## src/rtl/rv_regfile_pkg.sv

```systemverilog
// Shared widths, types and constants for the 2-read/1-write RISC-V register file.
package rv_regfile_pkg;

  localparam int DATA_WIDTH = 32;
  localparam int ADDR_WIDTH = 5;
  localparam int NUM_REGS   = 2 ** ADDR_WIDTH;

  typedef logic [DATA_WIDTH-1:0] reg_data_t;
  typedef logic [ADDR_WIDTH-1:0] reg_idx_t;

  // Storage for x1..x31 only; x0 is never stored.
  typedef logic [NUM_REGS-1:1][DATA_WIDTH-1:0] reg_array_t;

  localparam reg_idx_t ZERO_REG = '0;

endpackage

```

## src/rtl/rv_regfile_if.sv

```systemverilog
// Decode/writeback-facing bus of the register file: one write port, two read ports.
interface rv_regfile_if;
  import rv_regfile_pkg::*;

  reg_data_t wrData;
  reg_idx_t  wrReg;
  logic      writeEnable;
  reg_idx_t  readSelect1;
  reg_idx_t  readSelect2;
  reg_data_t readData1;
  reg_data_t readData2;

  modport master (
    output wrData, wrReg, writeEnable, readSelect1, readSelect2,
    input  readData1, readData2
  );

  modport slave (
    input  wrData, wrReg, writeEnable, readSelect1, readSelect2,
    output readData1, readData2
  );

endinterface

```

## src/rtl/rv_regfile_rdport.sv

```systemverilog
// One combinational read port: select decode, x0 masking and, when
// RV_REGFILE_BYPASS_EN is defined, same-cycle write-to-read forwarding.
module rv_regfile_rdport
  import rv_regfile_pkg::*;
(
  input  reg_array_t i_regs,
  input  reg_idx_t   i_sel,
`ifdef RV_REGFILE_BYPASS_EN
  input  logic       i_rst,
  input  logic       i_wr_en,
  input  reg_idx_t   i_wr_reg,
  input  reg_data_t  i_wr_data,
`endif
  output reg_data_t  o_data
);

  reg_data_t w_stored;

  // Index 0 matches no stored entry, so x0 falls through to the zero default.
  always_comb begin
    // NOTE: default first so every path assigns w_stored and no latch is inferred.
    w_stored = '0;
    for (int i = 1; i < NUM_REGS; i++) begin
      if (i_sel == ADDR_WIDTH'(i)) begin
        w_stored = i_regs[i];
      end
    end
  end

`ifdef RV_REGFILE_BYPASS_EN
  logic w_fwd;

  assign w_fwd  = i_wr_en && !i_rst && (i_wr_reg != ZERO_REG) && (i_wr_reg == i_sel);
  assign o_data = w_fwd ? i_wr_data : w_stored;
`else
  assign o_data = w_stored;
`endif

endmodule

```

## src/rtl/rv_regfile_2r1w.sv

```systemverilog
// 32 x 32-bit RISC-V integer register file, two combinational reads, one synchronous write.
// Optional write-to-read forwarding is enabled by defining RV_REGFILE_BYPASS_EN.
module rv_regfile_2r1w
  import rv_regfile_pkg::*;
(
  input logic         clk,
  input logic         rst,
  rv_regfile_if.slave bus
);

  reg_array_t r_regs;

  always_ff @(posedge clk) begin
    // NOTE: the whole array is reset so unwritten entries never read as X.
    if (rst) begin
      // NOTE: non-blocking assignments so every read this cycle sees pre-edge state.
      r_regs <= '0;
    end else if (bus.writeEnable && (bus.wrReg != ZERO_REG)) begin
      r_regs[bus.wrReg] <= bus.wrData;
    end
  end

  rv_regfile_rdport u_rdport1 (
    .i_regs    (r_regs),
    .i_sel     (bus.readSelect1),
`ifdef RV_REGFILE_BYPASS_EN
    .i_rst     (rst),
    .i_wr_en   (bus.writeEnable),
    .i_wr_reg  (bus.wrReg),
    .i_wr_data (bus.wrData),
`endif
    .o_data    (bus.readData1)
  );

  rv_regfile_rdport u_rdport2 (
    .i_regs    (r_regs),
    .i_sel     (bus.readSelect2),
`ifdef RV_REGFILE_BYPASS_EN
    .i_rst     (rst),
    .i_wr_en   (bus.writeEnable),
    .i_wr_reg  (bus.wrReg),
    .i_wr_data (bus.wrData),
`endif
    .o_data    (bus.readData2)
  );

endmodule

```

## src/flat_wrapper.sv

```systemverilog
// flat-port wrapper written by rule: the top's interface ports become plain ports
module rv_regfile_2r1w_flat import rv_regfile_pkg::*;
  (clk, rst, bus_wrData, bus_wrReg, bus_writeEnable, bus_readSelect1, bus_readSelect2, bus_readData1, bus_readData2);
  rv_regfile_if bus_i ();
  input logic clk;
  input logic rst;
  input wire logic [$bits(bus_i.wrData)-1:0] bus_wrData;
  input wire logic [$bits(bus_i.wrReg)-1:0] bus_wrReg;
  input wire logic [$bits(bus_i.writeEnable)-1:0] bus_writeEnable;
  input wire logic [$bits(bus_i.readSelect1)-1:0] bus_readSelect1;
  input wire logic [$bits(bus_i.readSelect2)-1:0] bus_readSelect2;
  output wire logic [$bits(bus_i.readData1)-1:0] bus_readData1;
  output wire logic [$bits(bus_i.readData2)-1:0] bus_readData2;
  assign bus_i.wrData = bus_wrData;
  assign bus_i.wrReg = bus_wrReg;
  assign bus_i.writeEnable = bus_writeEnable;
  assign bus_i.readSelect1 = bus_readSelect1;
  assign bus_i.readSelect2 = bus_readSelect2;
  assign bus_readData1 = bus_i.readData1;
  assign bus_readData2 = bus_i.readData2;
  rv_regfile_2r1w u_core (.clk(clk), .rst(rst), .bus(bus_i));
endmodule
```

## config.mk

```make
export PLATFORM = sky130hd
export DESIGN_NAME = rv_regfile_2r1w_flat
export DESIGN_NICKNAME = d
export VERILOG_FILES = /design/src/rtl/rv_regfile_pkg.sv /design/src/rtl/rv_regfile_if.sv /design/src/rtl/rv_regfile_rdport.sv /design/src/rtl/rv_regfile_2r1w.sv /design/src/flat_wrapper.sv
export SDC_FILE = /design/constraint.sdc
export NUM_CORES = 2
export LEC_CHECK = 0
export BUFFER_PORTS_ARGS = -buffer_cell sky130_fd_sc_hd__buf_2
export CORE_ASPECT_RATIO = 1.5
export CORE_MARGIN = 2
export CORE_UTILIZATION = 31
export CTS_BUF_LIST = sky130_fd_sc_hd__clkbuf_16
export DETAILED_ROUTE_END_ITERATION = 8
export PLACE_DENSITY = 0.56
export SETUP_SLACK_MARGIN = 0.02
export SYNTH_ARGS = -nofsm -noshare
export SYNTH_HDL_FRONTEND = slang
export SYNTH_SLANG_ARGS = --single-unit
```

## constraint.sdc

```tcl
create_clock -name clk -period 4.9 [get_ports clk]
set_input_delay 0.245 -clock clk [delete_from_list [all_inputs] [get_ports clk]]
set_output_delay 0.245 -clock clk [all_outputs]
set_load 0.02 [all_outputs]
```

# Yosys cells after proc, flatten, opt, wreduce, memory -nomap -nowiden
# Index checks and enable logic that the tools add are counted.
word_totals:
  in_bits: 50
  wordCells: 163
  output_inout_bits: 64
  ff_bits: 992
op_classes:
  muxes: 65
  magnitude_cmp: 2
  n_reduce_logical: 3
  eq_ne: 62
op_table:
  columns: ["operator", "n"]
  rows:
  - ["$mux 32", 63]
  - ["$bwmux 992", 1]
  - ["$demux 32 s5", 1]
  - ["$eq 5x5->1 const B", 32]
  - ["$eq 5x4->1 const B", 16]
  - ["$eq 5x3->1 const B", 8]
  - ["$eq 5x2->1 const B", 4]
  - ["$eq 5x1->1 const B", 2]
  - ["$lt 5x6->1 const B", 1]
  - ["$ge 5x1->1 const B", 1]
  - ["$reduce_bool 5->1", 1]
  - ["$logic_and 1x1->1", 2]

# Depth between registers and ports, before layout
logic_depth:
  ltp_word: 32
  ltp_mapped: 11
  ltp_nobuf: 7

# Modules after synthesis
# Synthesis repeated with hierarchy kept, for this count alone.
hier_totals:
  cells_unflattened: 6405
  area_unflattened_um2: 57202.4
by_module_without_submodules:
  columns: ["mod", "cells_each", "area_each_um2", "seq_area_each_um2", "instances"]
  rows:
  - ["rv_regfile_2r1w", 3367, 38071.5, 19859.0, 1]
  - ["rv_regfile_rdport", 1519, 9565.4, 0.0, 2]

# Least setup slack after synthesis
# Ideal clock, no wire load.
synth_timing:
  path_kind: "input to output"
  startpoint: "input bus_readSelect1[4]"
  endpoint: "output bus_readData1[28]"
  arrival_ns: 2.209
  n_path_buf: 3
  path_slack_ns: 2.446
  t_required_ns: 4.655
  cell_stages: 9
  path_cell_list: "buf_2 > buf_4 > nor3b_2 > nand2_1 > clkbuf_1 > o22ai_1 > a211oi_1 > o21ai_1 > a311oi_1"
synth_via:
  elab_chain_cells: 32
  elab_cells_between_ends: 62
  cone_classes: "eq/ne (31); mux (31)"
synth_rtl:
  columns: ["element", "line_no", "source"]
  rows:
  - ["from (decl)", "flat_wrapper.sv:10", "input wire logic [$bits(bus_i.readSelect1)-1:0] bus_readSelect1;"]
  - ["$eq 5x1->1", "rv_regfile_rdport.sv:24", "if (i_sel == ADDR_WIDTH'(i)) begin"]
  - ["$mux 32 (30 in a row)", "rv_regfile_rdport.sv:24", null]
  - ["$mux 32 *", "rv_regfile_rdport.sv:24", null]
  - ["to (decl)", "flat_wrapper.sv:12", "output wire logic [$bits(bus_i.readData1)-1:0] bus_readData1;"]
# Mark *: on every way between the ends. The rest lies on a longest branch, timed or not.

# Worst setup path after layout
layout_timing:
  startpoint: "input bus_readSelect2[4]"
  endpoint: "output bus_readData2[7]"
layout_via:
  elab_chain_cells: 32
  elab_cells_between_ends: 62
  cone_classes: "eq/ne (31); mux (31)"
layout_rtl:
  columns: ["element", "line_no", "source"]
  rows:
  - ["from (decl)", "flat_wrapper.sv:11", "input wire logic [$bits(bus_i.readSelect2)-1:0] bus_readSelect2;"]
  - ["$eq 5x1->1", "rv_regfile_rdport.sv:24", null]
  - ["$mux 32 (30 in a row)", "rv_regfile_rdport.sv:24", null]
  - ["$mux 32 *", "rv_regfile_rdport.sv:24", null]
  - ["to (decl)", "flat_wrapper.sv:13", "output wire logic [$bits(bus_i.readData2)-1:0] bus_readData2;"]
# Marks and branches as above.

==> results.toml <==
[outcome]
outcome = "complete, but fails checks"
failed_checks = "design-rule violations, negative setup slack"

[critical_path]
start_point_of_the_critical_path = "bus_readSelect2[4]"
crit_path_end_kind = "output port"
cp_data_arrival_time_ns = 4.77
path_class = "in -> out"
critical_path.startpoint_type = "input pin"
crit_path_max_fanout = 22
worst_ep_required_time_ns = 4.66
worstReg2RegStart = "u_core.r_regs[670]$_SDFFE_PP0P_"

[pwr]
switching_share = 0.3179
switchingPower_w = 0.006128
p_seq_frac = 0.425
power.leakage_nw = 19.91
combinationalPowerShare = 0.149
clkPwrFrac = 0.426
fin_total_pwr_w = 0.01928
pwr_density_cell_nw_per_um2 = 320.6
internal-power_w = 0.01315
worst_ir_drop_vdd_mv = 0.2909

[placed_design]
dpl_hpwl_um = 261800
portBuffers = 113
placed_area_um2 = 56750
pre_cts_slack_ns = 0.4664
place_congestion = 1.091

[clock_tree]
clkSinkCount = 992
clock_path_buffers = 3
clkTransAtPathRegs_ns = 0.06
cts_tree = "yes"
clk_tree_root_cell = "sky130_fd_sc_hd__clkbuf_16"
worstSkewPairLatency_ns = 0.81
cts.htree.levels = 3
cts.repair_timing.setup_buffer_count = 0
cts_inserted_buffers = 105

[global_routing]
overflow = 0
grt_max_degree = 170
via_count_of_the_first_global_routing_pass = 58160
grt_util_all_layers = 0.4112
grt_pass1_wl_um = 497300
antenna_found_initial = 41

[timing]
fin_ws_ns = -0.1139
slew_of_the_pin_with_the_lowest_slew_margin_ns = 1.362
clock-skew-final_ns = 0
period_share = 1.023
hold_ws_ns = 0.0005990
rsz0062_at_grt = "no"
min_period_ns = 5.014
timing.max_slew.rel_slack = 0.09204
maxSlewViolCount = 0
post_route_setup_tns_ns = -0.1139
max_freq_mhz = 199.4
report.final.setup_viol = 1
final-hold-violation-count = 0

[min_path]
worst_hold_path_type = "in -> reg"
hold_start = "bus_wrData[17]"

[detailed_routing]
dr.first_iter.drc_count = 9724
wl_per_cell_um = 38.03
totalWireLength_um = 370900
via_count = 63370
drc = 7
antenna_left = 0
post_drt_via_cell_ratio = 6.497
detail_route.first_pass.iterations = 9

[floorplan]
die_height_um = 508.6
placeableCoreArea_um2 = 169000
io-pin-count = 114
area_of_the_die_um2 = 173200
num_rows = 185
effective_utilization_at_floorplan = 0.3115
floorplan.die.width_um = 340.4

[yosys]
synth.lib_cells_used.distinct = 82
proportion_of_synthesized_chip_area_in_sequential_cells = 0.3773
postSynthNetCount = 7531
synth_area_um2 = 52630
fraction_of_registers_with_async_set_reset = 0
synth-seq-cells = 992
number_of_warnings_reported_in_the_yosys_synthesis_log = 0
number_of_synthesized_flops_with_an_enable_pin = 0
avgSynthCellArea_um2 = 7.035
synth_top_flop_cell = "sky130_fd_sc_hd__dfxtp_1"
netlist_instances = 7481

[final_layout]
largest_reg_flops = 992
layout.area.seq_um2 = 19860
reg_top3 = "u_core.r_regs x992"
stdcell_area_um2 = 60130
largest-register = "u_core.r_regs"
drive_gt1_frac = 0.1141
fill_cells = 18140
areaGrowthSynthToFinish_pct = 14.25
design.final.nets = 7462
multi_input_area_um2 = 29770

[job]
cap_violations = 0
[Yosys cell counts (34+ instances only)]
cell | count | area share
sky130_fd_sc_hd__nand2_1 | 2222 | 0.16
sky130_fd_sc_hd__a21oi_1 | 1432 | 0.14
sky130_fd_sc_hd__dfxtp_1 | 992 | 0.38
sky130_fd_sc_hd__clkbuf_1 | 537 | 0.038
sky130_fd_sc_hd__o21ai_0 | 365 | 0.035
sky130_fd_sc_hd__nor2_1 | 283 | 0.020
sky130_fd_sc_hd__o22ai_1 | 224 | 0.027
sky130_fd_sc_hd__mux2i_1 | 151 | 0.029
sky130_fd_sc_hd__buf_2 | 141 | 0.013
sky130_fd_sc_hd__a22oi_1 | 108 | 0.015
sky130_fd_sc_hd__a211oi_1 | 73 | 0.010
sky130_fd_sc_hd__nor3_1 | 64 | 0.0061
sky130_fd_sc_hd__o221ai_1 | 62 | 0.010
sky130_fd_sc_hd__o211ai_1 | 53 | 0.0076
sky130_fd_sc_hd__a31oi_1 | 48 | 0.0057
sky130_fd_sc_hd__mux2_2 | 46 | 0.0098
sky130_fd_sc_hd__a221oi_1 | 45 | 0.0075
sky130_fd_sc_hd__nand3_1 | 39 | 0.0037
sky130_fd_sc_hd__and3_1 | 38 | 0.0045
sky130_fd_sc_hd__inv_1 | 34 | 0.0024
[logic make-up (layout without fill, tap and decap cells)]
kind of cell	Yosys count	in the layout	share of synthesized area
AOI/OAI and AO/OA	2679	2679	0.2980
buffers and inverters	767	779	0.06114
DFF	992	992	0.3773
muxes	212	212	0.04498
other	0	16	0
and+or+nand+nor	2831	2831	0.2185
[power by group through the flow]
| stage | combinational (W) | sequential (W) | clock (W) |
|---|---|---|---|
| after floorplan | 0.00125 | 0.00834 | 0 |
| after global placement | 0.00268 | 0.00837 | 0 |
| after detailed placement | 0.00267 | 0.00837 | 0 |
| after CTS | 0.00268 | 0.00819 | 0.00824 |
| after global routing | 0.00283 | 0.00819 | 0.00852 |
| final | 0.00287 | 0.00820 | 0.00821 |
[critical path: stages]
cell and delay, ns:
sky130_fd_sc_hd__buf_2 0.64, sky130_fd_sc_hd__buf_4 0.33, sky130_fd_sc_hd__or3b_1 0.25, sky130_fd_sc_hd__buf_4 0.25, sky130_fd_sc_hd__a221oi_1 0.13, sky130_fd_sc_hd__a211oi_1 0.57, sky130_fd_sc_hd__o221ai_1 0.50, sky130_fd_sc_hd__a2111oi_0 1.16
sky130_fd_sc_hd__buf_4 0.25, sky130_fd_sc_hd__nand3b_1 0.19, sky130_fd_sc_hd__buf_2 0.20
[what timing repair did]
action	CTS	global route
hold buffers	1	0
hold endpoints to repair	72	0
endpoints found under the setup margin	0	0
resized for setup	0	0
[cell type report]
class | instances | share of cell area
multi-input combinational | 5722 | 0.4952
sequential | 992 | 0.3303
timing repair buffer | 553 | 0.06962
tap | 2244 | 0.04669
clock buffer | 106 | 0.04411
clock inverter | 82 | 0.01111
inverter | 38 | 0.002372
antenna | 16 | 0.0006658
[cells in the final DEF (no fill, tap or decap), types with 73 or more instances in the layout]
cell / n
sky130_fd_sc_hd__a21oi_1: 1432
sky130_fd_sc_hd__clkbuf_16: 106
sky130_fd_sc_hd__dfxtp_1: 992
sky130_fd_sc_hd__nor2_1: 247
sky130_fd_sc_hd__nand2_1: 2219
sky130_fd_sc_hd__o21ai_0: 363
sky130_fd_sc_hd__mux2i_1: 151
sky130_fd_sc_hd__a22oi_1: 108
sky130_fd_sc_hd__buf_4: 417
sky130_fd_sc_hd__a211oi_1: 73
sky130_fd_sc_hd__o22ai_1: 224
sky130_fd_sc_hd__buf_2: 107
[per-layer routing]
| layer | up-vias | routed length (um) | global-route usage |
|---|---|---|---|
| met4 | 36 | 44260 | 0.3899 |
| met5 | - | 267 | 0 |
| li1 | 26090 | - | - |
| met3 | 1852 | 39340 | 0.1199 |
| met1 | 30380 | 124300 | 0.4410 |
| met2 | 5007 | 162800 | 0.6466 |
[metrics by stage]
| step | util | instances |
|---|---|---|
| finish | 0.3559 | 9753 |
| global placement | 0.3358 | 9545 |
| detailed placement | 0.3359 | 9547 |
| global route | 0.3557 | 9744 |
| CTS | 0.3556 | 9736 |
| floorplan | - | 7481 |
[final timing paths]
| path | slack, ns | cells after the start | end |
|---|---|---|---|
| max reg2reg | 3.76 | 2 | u_core.r_regs[670]$_SDFFE_PP0P_ |
| max | -0.11 | 11 | bus_readData2[7] |
| min reg2reg | 0.46 | 2 | u_core.r_regs[523]$_SDFFE_PP0P_ |
| min | 0.0006 | 4 | u_core.r_regs[849]$_SDFFE_PP0P_ |
Power figures use the tool's default switching activity.
